<file path="config.mk">
export PLATFORM = sky130hd
export DESIGN_NAME = regfile_writeback_ctrl_flat
export DESIGN_NICKNAME = d
export VERILOG_FILES = /design/src/rtl/wb_pkg.sv /design/src/rtl/regfile_writeback_ctrl_if.sv /design/src/rtl/wb_load_fifo.sv /design/src/rtl/regfile_writeback_ctrl.sv /design/src/flat_wrapper.sv
export SDC_FILE = /design/constraint.sdc
export NUM_CORES = 1
export LEC_CHECK = 0
export CAP_MARGIN = 10
export CORE_MARGIN = 5
export CORE_UTILIZATION = 55
export DETAILED_ROUTE_END_ITERATION = 10
export GPL_TIMING_DRIVEN = 0
export PLACE_DENSITY = 0.8
export REMOVE_ABC_BUFFERS = 1
export SLEW_MARGIN = 20
export SYNTH_ARGS = -nofsm -noshare
export SYNTH_HDL_FRONTEND = slang
export SYNTH_HIERARCHICAL = 1
export SYNTH_SLANG_ARGS = --single-unit
</file>
<file path="constraint.sdc">
create_clock -name clk -period 4.2 [get_ports clk]
set_input_delay 1.05 -clock clk [delete_from_list [all_inputs] [get_ports clk]]
set_output_delay 1.05 -clock clk [all_outputs]
set_load 0.03 [all_outputs]
</file>
<file path="src/rtl/wb_pkg.sv">
// -----------------------------------------------------------------------------
// wb_pkg
// Shared definitions for the register-file write-back controller slice.
//   WB_DATA_W / WB_ADDR_W : default result and register-address widths
//   wb_req_t              : one write-back request {addr, data}
//   REG_ZERO              : hard-wired zero register; writes to it are dropped
// -----------------------------------------------------------------------------
package wb_pkg;

    localparam int WB_DATA_W = 32;
    localparam int WB_ADDR_W = 5;

    typedef struct packed {
        logic [WB_ADDR_W-1:0] addr;
        logic [WB_DATA_W-1:0] data;
    } wb_req_t;

    localparam logic [WB_ADDR_W-1:0] REG_ZERO = '0;

endpackage

</file>
<file path="src/rtl/regfile_writeback_ctrl_if.sv">
// -----------------------------------------------------------------------------
// regfile_writeback_ctrl_if
// Bundles the decode, ALU, load-unit and register-file-write signals of the
// write-back controller.
//   slave  : the controller's view (results in, write port / status out)
//   master : the surrounding pipeline's view
// Signals:
//   IssueEn/IssueAddr        destination reservation from decode
//   CheckAddr1/2, Busy1/2    hazard query from decode
//   AluValid/Addr/Data/Ready ALU result handshake
//   LoadValid/Addr/Data/Ready load result handshake
//   WriteAddress/WriteData/ReadWriteEn register file write port
//   Error                    sticky protocol-violation flag
// -----------------------------------------------------------------------------
interface regfile_writeback_ctrl_if #(
    parameter int DATA_W = 32,
    parameter int ADDR_W = 5
);
    logic              IssueEn;
    logic [ADDR_W-1:0] IssueAddr;
    logic [ADDR_W-1:0] CheckAddr1;
    logic [ADDR_W-1:0] CheckAddr2;
    logic              Busy1;
    logic              Busy2;
    logic              AluValid;
    logic [ADDR_W-1:0] AluAddr;
    logic [DATA_W-1:0] AluData;
    logic              AluReady;
    logic              LoadValid;
    logic [ADDR_W-1:0] LoadAddr;
    logic [DATA_W-1:0] LoadData;
    logic              LoadReady;
    logic [ADDR_W-1:0] WriteAddress;
    logic [DATA_W-1:0] WriteData;
    logic              ReadWriteEn;
    logic              Error;

    modport slave (
        input  IssueEn, IssueAddr, CheckAddr1, CheckAddr2,
        input  AluValid, AluAddr, AluData,
        input  LoadValid, LoadAddr, LoadData,
        output Busy1, Busy2, AluReady, LoadReady,
        output WriteAddress, WriteData, ReadWriteEn, Error
    );

    modport master (
        output IssueEn, IssueAddr, CheckAddr1, CheckAddr2,
        output AluValid, AluAddr, AluData,
        output LoadValid, LoadAddr, LoadData,
        input  Busy1, Busy2, AluReady, LoadReady,
        input  WriteAddress, WriteData, ReadWriteEn, Error
    );
endinterface

</file>
<file path="src/rtl/wb_load_fifo.sv">
// -----------------------------------------------------------------------------
// wb_load_fifo
// Small synchronous FIFO buffering load results until they win the write port.
// Ports:
//   clk, rst   clock / asynchronous active-high reset (pointers and count only)
//   pushEn     write pushData at the rising edge (ignored when full)
//   pushData   entry to enqueue
//   popEn      drop the head entry at the rising edge (ignored when empty)
//   headData   current head entry, valid whenever !empty
//   full/empty occupancy flags
// Push and pop in the same cycle leave the count unchanged.
// -----------------------------------------------------------------------------
module wb_load_fifo #(
    parameter int WIDTH = 37,
    parameter int DEPTH = 4
) (
    input  logic             clk,
    input  logic             rst,
    input  logic             pushEn,
    input  logic [WIDTH-1:0] pushData,
    input  logic             popEn,
    output logic [WIDTH-1:0] headData,
    output logic             full,
    output logic             empty
);
    localparam int PTR_W = (DEPTH > 1) ? $clog2(DEPTH) : 1;

    logic [WIDTH-1:0] memArray [DEPTH];
    logic [PTR_W-1:0] wrPtrReg;
    logic [PTR_W-1:0] rdPtrReg;
    logic [PTR_W:0]   countReg;
    logic             doPush;
    logic             doPop;

    assign full   = (countReg == (PTR_W + 1)'(DEPTH));
    assign empty  = (countReg == '0);
    assign doPush = pushEn && !full;
    assign doPop  = popEn && !empty;

    // The head must be visible in the same cycle it is arbitrated, so the
    // storage is read asynchronously (a handful of LUT-RAM entries).
    assign headData = memArray[rdPtrReg];

    always_ff @(posedge clk) begin
        if (doPush) begin
            memArray[wrPtrReg] <= pushData;
        end
    end

    // DEPTH is a power of two, so the pointers wrap naturally.
    always_ff @(posedge clk or posedge rst) begin
        if (rst) begin
            wrPtrReg <= '0;
            rdPtrReg <= '0;
            countReg <= '0;
        end else begin
            if (doPush) begin
                wrPtrReg <= wrPtrReg + PTR_W'(1);
            end
            if (doPop) begin
                rdPtrReg <= rdPtrReg + PTR_W'(1);
            end
            if (doPush && !doPop) begin
                countReg <= countReg + (PTR_W + 1)'(1);
            end else if (doPop && !doPush) begin
                countReg <= countReg - (PTR_W + 1)'(1);
            end
        end
    end
endmodule

</file>
<file path="src/rtl/regfile_writeback_ctrl.sv">
// -----------------------------------------------------------------------------
// regfile_writeback_ctrl
// Write-side controller of the register file. Merges ALU results (unbuffered)
// and load results (buffered in wb_load_fifo) onto the single write port, and
// keeps a per-register pending scoreboard for decode hazard checks.
// Ports:
//   clk, rst  clock / asynchronous active-high reset
//   wb        regfile_writeback_ctrl_if.slave (see interface header)
// Arbitration each cycle: a full load FIFO drains first (ALU stalled), else a
// valid ALU result, else the FIFO head. The winner is registered onto
// WriteAddress/WriteData with ReadWriteEn=1 one cycle later; register 0 writes
// are dropped (ReadWriteEn stays 0).
// -----------------------------------------------------------------------------
module regfile_writeback_ctrl
    import wb_pkg::*;
#(
    parameter int DATA_W   = WB_DATA_W,
    parameter int ADDR_W   = WB_ADDR_W,
    parameter int LQ_DEPTH = 4
) (
    input logic clk,
    input logic rst,
    regfile_writeback_ctrl_if.slave wb
);
    localparam int REGS = 1 << ADDR_W;
    localparam logic [ADDR_W-1:0] ZERO_ADDR = ADDR_W'(REG_ZERO);

    // Load FIFO
    logic                     fifoFull;
    logic                     fifoEmpty;
    logic                     fifoPop;
    logic                     loadPush;
    logic [ADDR_W+DATA_W-1:0] fifoHead;
    logic [ADDR_W-1:0]        headAddr;
    logic [DATA_W-1:0]        headData;

    // Arbiter result
    logic                     selValid;
    logic [ADDR_W-1:0]        selAddr;
    logic [DATA_W-1:0]        selData;
    logic                     aluAccept;

    // Output stage
    logic                     writeEnReg;
    logic [ADDR_W-1:0]        writeAddrReg;
    logic [DATA_W-1:0]        writeDataReg;

    // Scoreboard / error
    logic [REGS-1:0]          pendingReg;
    logic [REGS-1:0]          pendingNext;
    logic                     errorReg;
    logic                     errorNext;
    logic                     issueConflict;
    logic                     aluConflict;
    logic                     loadConflict;

    assign {headAddr, headData} = fifoHead;

    // Both sources stall only while the FIFO is full.
    assign wb.LoadReady = !fifoFull;
    assign wb.AluReady  = !fifoFull;
    assign loadPush     = wb.LoadValid && !fifoFull;
    assign aluAccept    = wb.AluValid && !fifoFull;

    wb_load_fifo #(
        .WIDTH (ADDR_W + DATA_W),
        .DEPTH (LQ_DEPTH)
    ) u_load_fifo (
        .clk      (clk),
        .rst      (rst),
        .pushEn   (loadPush),
        .pushData ({wb.LoadAddr, wb.LoadData}),
        .popEn    (fifoPop),
        .headData (fifoHead),
        .full     (fifoFull),
        .empty    (fifoEmpty)
    );

    // A load pushed this cycle is not eligible until the next one: the
    // arbiter only sees FIFO contents as of the start of the cycle.
    always_comb begin
        selValid = 1'b0;
        selAddr  = wb.AluAddr;
        selData  = wb.AluData;
        fifoPop  = 1'b0;
        if (fifoFull) begin
            selValid = 1'b1;
            fifoPop  = 1'b1;
            selAddr  = headAddr;
            selData  = headData;
        end else if (wb.AluValid) begin
            selValid = 1'b1;
        end else if (!fifoEmpty) begin
            selValid = 1'b1;
            fifoPop  = 1'b1;
            selAddr  = headAddr;
            selData  = headData;
        end
    end

    // Address/data hold their last values while nothing is selected.
    always_ff @(posedge clk or posedge rst) begin
        if (rst) begin
            writeEnReg   <= 1'b0;
            writeAddrReg <= '0;
            writeDataReg <= '0;
        end else begin
            writeEnReg <= selValid && (selAddr != ZERO_ADDR);
            if (selValid) begin
                writeAddrReg <= selAddr;
                writeDataReg <= selData;
            end
        end
    end

    assign wb.ReadWriteEn  = writeEnReg;
    assign wb.WriteAddress = writeAddrReg;
    assign wb.WriteData    = writeDataReg;

    // Pending bit per register. A reservation in the same cycle as the
    // retiring write to that register keeps the bit set (new producer).
    // Register 0 never becomes pending.
    generate
        for (genvar gi = 0; gi < REGS; gi++) begin : g_scoreboard
            if (gi == 0) begin : g_zero
                assign pendingNext[gi] = 1'b0;
            end else begin : g_reg
                logic setHit;
                logic clrHit;
                assign setHit = wb.IssueEn && (wb.IssueAddr == ADDR_W'(gi));
                assign clrHit = writeEnReg && (writeAddrReg == ADDR_W'(gi));
                assign pendingNext[gi] = setHit || (pendingReg[gi] && !clrHit);
            end
        end
    endgenerate

    always_ff @(posedge clk or posedge rst) begin
        if (rst) begin
            pendingReg <= '0;
        end else begin
            pendingReg <= pendingNext;
        end
    end

    // Busy drops on the same edge that makes the new value readable.
    assign wb.Busy1 = pendingReg[wb.CheckAddr1];
    assign wb.Busy2 = pendingReg[wb.CheckAddr2];

    // Violations are flagged when a result is accepted by its handshake
    // (ALU into the write stage, load into the FIFO); the write still happens.
    assign issueConflict = wb.IssueEn && (wb.IssueAddr != ZERO_ADDR) && pendingReg[wb.IssueAddr];
    assign aluConflict   = aluAccept && (wb.AluAddr != ZERO_ADDR) && !pendingReg[wb.AluAddr];
    assign loadConflict  = loadPush && (wb.LoadAddr != ZERO_ADDR) && !pendingReg[wb.LoadAddr];
    assign errorNext     = errorReg || issueConflict || aluConflict || loadConflict;

    always_ff @(posedge clk or posedge rst) begin
        if (rst) begin
            errorReg <= 1'b0;
        end else begin
            errorReg <= errorNext;
        end
    end

    assign wb.Error = errorReg;
endmodule

</file>
<file path="src/flat_wrapper.sv">
// flat-port wrapper written by rule: the top's interface ports become plain ports
module regfile_writeback_ctrl_flat import wb_pkg::*;
#(
    parameter int DATA_W   = WB_DATA_W,
    parameter int ADDR_W   = WB_ADDR_W,
    parameter int LQ_DEPTH = 4
)
  (clk, rst, wb_IssueEn, wb_IssueAddr, wb_CheckAddr1, wb_CheckAddr2, wb_AluValid, wb_AluAddr, wb_AluData, wb_LoadValid, wb_LoadAddr, wb_LoadData, wb_Busy1, wb_Busy2, wb_AluReady, wb_LoadReady, wb_WriteAddress, wb_WriteData, wb_ReadWriteEn, wb_Error);
  regfile_writeback_ctrl_if #(.DATA_W(DATA_W), .ADDR_W(ADDR_W)) wb_i ();
  input logic clk;
  input logic rst;
  input wire logic [$bits(wb_i.IssueEn)-1:0] wb_IssueEn;
  input wire logic [$bits(wb_i.IssueAddr)-1:0] wb_IssueAddr;
  input wire logic [$bits(wb_i.CheckAddr1)-1:0] wb_CheckAddr1;
  input wire logic [$bits(wb_i.CheckAddr2)-1:0] wb_CheckAddr2;
  input wire logic [$bits(wb_i.AluValid)-1:0] wb_AluValid;
  input wire logic [$bits(wb_i.AluAddr)-1:0] wb_AluAddr;
  input wire logic [$bits(wb_i.AluData)-1:0] wb_AluData;
  input wire logic [$bits(wb_i.LoadValid)-1:0] wb_LoadValid;
  input wire logic [$bits(wb_i.LoadAddr)-1:0] wb_LoadAddr;
  input wire logic [$bits(wb_i.LoadData)-1:0] wb_LoadData;
  output wire logic [$bits(wb_i.Busy1)-1:0] wb_Busy1;
  output wire logic [$bits(wb_i.Busy2)-1:0] wb_Busy2;
  output wire logic [$bits(wb_i.AluReady)-1:0] wb_AluReady;
  output wire logic [$bits(wb_i.LoadReady)-1:0] wb_LoadReady;
  output wire logic [$bits(wb_i.WriteAddress)-1:0] wb_WriteAddress;
  output wire logic [$bits(wb_i.WriteData)-1:0] wb_WriteData;
  output wire logic [$bits(wb_i.ReadWriteEn)-1:0] wb_ReadWriteEn;
  output wire logic [$bits(wb_i.Error)-1:0] wb_Error;
  assign wb_i.IssueEn = wb_IssueEn;
  assign wb_i.IssueAddr = wb_IssueAddr;
  assign wb_i.CheckAddr1 = wb_CheckAddr1;
  assign wb_i.CheckAddr2 = wb_CheckAddr2;
  assign wb_i.AluValid = wb_AluValid;
  assign wb_i.AluAddr = wb_AluAddr;
  assign wb_i.AluData = wb_AluData;
  assign wb_i.LoadValid = wb_LoadValid;
  assign wb_i.LoadAddr = wb_LoadAddr;
  assign wb_i.LoadData = wb_LoadData;
  assign wb_Busy1 = wb_i.Busy1;
  assign wb_Busy2 = wb_i.Busy2;
  assign wb_AluReady = wb_i.AluReady;
  assign wb_LoadReady = wb_i.LoadReady;
  assign wb_WriteAddress = wb_i.WriteAddress;
  assign wb_WriteData = wb_i.WriteData;
  assign wb_ReadWriteEn = wb_i.ReadWriteEn;
  assign wb_Error = wb_i.Error;
  regfile_writeback_ctrl #(.DATA_W(DATA_W), .ADDR_W(ADDR_W), .LQ_DEPTH(LQ_DEPTH)) u_core (.clk(clk), .rst(rst), .wb(wb_i));
endmodule
</file>
==> Implementation_results.wiki <==
{| class="wikitable"
! Metric !! Value
|-
| Remaining max-slew budget at the tightest pin || 45.5%
|-
| Final ANT Viol Nets || 0
|-
| Layout Cell Area excl Fill || 0.0125 sq mm
|-
| Die span in y || 146 microns
|-
| Placement-stage cell area || 0.0118 sq mm
|-
| Pwr Density || between 700 and 800 mW/mm^2
|-
| Clock-pin slew reported for the worst setup and hold paths after clock tree synthesis || 0.07 ns
|-
| Via density per instance || 6.53
|-
| Fmax || 244 MHz
|-
| Min cycle time layout || ~4 ns
|-
| Ys async rst share || between 30% and 40%
|-
| Power consumption || 8.79 mW
|-
| Count of synthesis-stage warnings from yosys || 6
|-
| HPWL after DPL || approximately 17000 microns
|-
| Final weighted congestion of routability-driven global placement || roughly 0.96
|-
| Number of top-level design ports || between 100 and 150
|-
| Slack of the worst reg-to-reg path || approximately 1.4 ns
|-
| Post-Synthesis Cell Area || about 0.010 sq mm
|-
| Category of the most critical setup path || in -> out
|-
| Pins over their slew limit || 0
|-
| Post-synthesis sequential element count || around 230
|-
| Wirelength per Cell || approximately 25 microns
|-
| Total number of nets in the final design || approximately 860
|-
| Count of placed standard cells in the final layout, fillers left out || 1007
|-
| Hold depth || 1
|-
| Required time of the worst setup path || 3.15 ns
|-
| Total detailed-routing wirelength || approximately 25000 microns
|-
| Worst Max-Slew Pin Slew || 0.815 ns
|-
| Starting DRT DRC Count || 750
|-
| Effective utilization at floorplan || 56.1%
|-
| Share of cells above drive strength 1 || between 10% and 20%
|-
| Number of antenna violations at the first check in global routing || 0
|-
| Layout area overhead || 23.6%
|-
| Leakage power total || 4.33 nW
|-
| Number of buffers added on ports || approximately 140
|-
| TritonCTS clock tree || built
|-
| Clock net sink count || 225
|-
| Setup Viol. Count Final || 0
|-
| Max-capacitance violation count || 0
|-
| Number of buffers added to fix hold violations after cts || 0
|-
| Global-route usage over all layers || 23.4%
|-
| Number of rows in the core area || 49
|-
| Peak fanout along the critical path || 9
|-
| Maximum number of pins on one net before global-route repair || 49
|-
| Count of antenna diodes in the layout || 0
|-
| Number of enable flip-flop cells after synthesis || 148
|-
| X dimension of the die || between 100 and 150 microns
|-
| Post-detailed-route DRC marker count || 0
|-
| Number of buffers inserted during clock tree synthesis || 21
|-
| Final worst path period share || a little over nine tenths
|-
| RSZ-0062 raised after global routing || no
|-
| CP Data Arrival Time || 3.05 ns
|-
| Count of endpoints failing hold in the final timing report || 0
|-
| Cell at the root of the clock tree || sky130_fd_sc_hd__clkbuf_16
|-
| Count of unique library cells instantiated by Yosys || 43
|-
| Total congestion overflow after global routing || 0
|-
| Post-Route Hold Slack || ~0.51 ns
|-
| Class of the tightest hold or removal check || reg -> reg
|-
| Maximum root-to-sink buffer count || 3
|-
| Mean area per synthesized cell || 15.9 sq um
|-
| Clock latency at the later pin of the worst-skew pair || 0.49 ns
|-
| Die ar. || about 0.021 sq mm
|-
| Vias after detailed routing || 6580
|-
| Status || complete, no violations
|-
| Most common flop cell mapped by yosys || sky130_fd_sc_hd__edfxtp_1
|-
| Core footprint || 0.0180 sq mm
|-
| Number of iterations in the first detailed-routing pass || 7
|-
| Number of global-route vias before repair || 7125
|-
| Peak ir drop on the vdd network || between 0.5 and 0.6 mV
|-
| Path depth of the worst reg2reg path || 9
|-
| First-pass GRT wire length || 39600 microns
|-
| Cells after synthesis || about 640
|-
| Number of placed cells counting well taps || 970
|-
| Crit path launch type || input pin
|-
| Setup skew after layout || about 0.010 ns
|-
| Sequential cell area fraction in the yosys report || between 60% and 70%
|-
| Htree depth || 1
|-
| Worst setup EP type || output port
|}
## path summary, 6_finish.rpt
kind,to,startpoint
worst max-delay path,wb_Busy2,wb_CheckAddr2[0]
max in group asynchronous,u_core/wb.WriteData[28],rst
worst min register to register,u_core/u_load_fifo/countReg[2],u_core/u_load_fifo/countReg[2]
worst max register to register,u_core/u_load_fifo/countReg[2],u_core/u_load_fifo/countReg[0]
worst min-delay path,u_core/u_load_fifo/countReg[2],u_core/u_load_fifo/countReg[2]
min in group asynchronous,u_core/u_load_fifo/rdPtrReg[0],rst
## routing by layer
layer	GRT usage (%)	share of wire (%)	wire length [microns]
met1	29.9	36	9140
met2	40.8	52	13000
met3	4.95	8.6	2180
met4	6.76	3.1	786
met5	0	0	0
## stage by stage
stage	setup slack (ns)	TNS, ns	utilization, %
6_report	0.102	0	69.3
5_1_grt	0.00612	0	69.3
4_1_cts	0.0897	0	69.3
3_5_place_dp	-0.685	-1.30	65.6
3_3_place_gp	-4.23	-184.91	64.0
2_1_floorplan	-0.438	-0.718	-
## cell usage in the layout (no fill, tap or decap), types with 3 or more instances in the layout
cell	n
sky130_fd_sc_hd__edfxtp_1	148
sky130_fd_sc_hd__clkdlybuf4s50_1	129
sky130_fd_sc_hd__o21ai_0	103
sky130_fd_sc_hd__dfrtp_1	75
sky130_fd_sc_hd__mux4_2	73
sky130_fd_sc_hd__nand2_1	51
sky130_fd_sc_hd__a22oi_1	39
sky130_fd_sc_hd__clkbuf_16	21
sky130_fd_sc_hd__inv_1	8
sky130_fd_sc_hd__nand2b_1	8
sky130_fd_sc_hd__mux2_2	8
sky130_fd_sc_hd__nor2b_1	7
sky130_fd_sc_hd__clkinv_2	6
sky130_fd_sc_hd__nand3_1	6
sky130_fd_sc_hd__nor2_1	6
sky130_fd_sc_hd__mux4_1	6
sky130_fd_sc_hd__mux2i_1	5
sky130_fd_sc_hd__buf_16	5
sky130_fd_sc_hd__ha_1	5
sky130_fd_sc_hd__buf_12	5
sky130_fd_sc_hd__nand3b_1	4
sky130_fd_sc_hd__xnor2_1	4
sky130_fd_sc_hd__and2_2	4
sky130_fd_sc_hd__clkbuf_1	3
sky130_fd_sc_hd__clkdlybuf4s15_2	3
sky130_fd_sc_hd__nand4_1	3
## final cells by class
| cell class | instances | area (sq um) |
|---|---|---|
| repair buffers | 148 | 1610 |
| clock inverters | 12 | 113 |
| well taps | 229 | 287 |
| multi-input cells | 359 | 3510 |
| clock buffers | 25 | 551 |
| fillers | 1152 | 5540 |
| inverters | 9 | 36.3 |
| flip-flops and latches | 225 | 6380 |
## critical path, stage by stage
cell,delay [ns]
sky130_fd_sc_hd__clkdlybuf4s15_2,0.36
sky130_fd_sc_hd__mux4_2,0.56
sky130_fd_sc_hd__mux4_2,0.46
sky130_fd_sc_hd__mux2_2,0.27
sky130_fd_sc_hd__dlygate4sd2_1,0.35
## kinds of logic after synthesis
family	synth area share (%)
buffers and inverters	2.48
adders and majority gates	0.817
AOI/OAI and AO/OA	8.67
muxes	19.2
xor gates and xnor gates	0.520
and+or+nand+nor	5.25
DFF	63.1
## flip-flops by register name, summed over array words and instances, names as in the netlist
register                     flops
u_core/u_load_fifo/memArray    148
u_core/wb.WriteData             32
u_core/wb.ReadWriteEn            1
u_core/u_load_fifo/wrPtrReg      2
u_core/u_load_fifo/countReg      3
u_core/u_load_fifo/rdPtrReg      2
u_core/wb.Error                  1
u_core/wb.WriteAddress           5
u_core/pendingReg               31
## synth_stat cells, types with 2 or more instances
master                     instances  area share, %
sky130_fd_sc_hd__mux2_2            8           0.89
sky130_fd_sc_hd__o21ai_0         104            5.2
sky130_fd_sc_hd__or4_1             2           0.15
sky130_fd_sc_hd__nand3_1           6           0.30
sky130_fd_sc_hd__nand4b_1          2           0.17
sky130_fd_sc_hd__nor2b_1           8           0.50
sky130_fd_sc_hd__or2_2             2           0.12
sky130_fd_sc_hd__a22oi_1          39            2.9
sky130_fd_sc_hd__mux4_1            6            1.6
sky130_fd_sc_hd__edfxtp_1        148             44
sky130_fd_sc_hd__a31oi_1           2           0.12
sky130_fd_sc_hd__buf_6             5           0.56
sky130_fd_sc_hd__nand3b_1          4           0.30
sky130_fd_sc_hd__nor2_1            6           0.22
sky130_fd_sc_hd__xnor2_1           4           0.35
sky130_fd_sc_hd__buf_2             8           0.40
sky130_fd_sc_hd__ha_1              5           0.62
sky130_fd_sc_hd__nand2_1          51            1.9
sky130_fd_sc_hd__dfrtp_1          77             19
sky130_fd_sc_hd__mux2i_1           5           0.50
sky130_fd_sc_hd__mux4_2           73             16
sky130_fd_sc_hd__nand2b_1          8           0.50
sky130_fd_sc_hd__and2_1            4           0.25
sky130_fd_sc_hd__buf_4             3           0.22
sky130_fd_sc_hd__nand4_1           3           0.19
sky130_fd_sc_hd__inv_1             9           0.33
sky130_fd_sc_hd__clkbuf_1         26           0.97
sky130_fd_sc_hd__xor2_1            2           0.17
## report_power, final
group / total (mW) / switching (mW) / internal, mW
clock network: 1.83 / 0.774 / 1.06
registers: 3.69 / 0.624 / 3.07
logic: 3.26 / 1.68 / 1.58
## timing repair
item / in CTS / in global routing
gates resized for setup: 16 / 0
setup buffers: 0 / 0
endpoints found under the setup margin: 2 / 0
No activity file was read; power rests on OpenSTA's default activity.
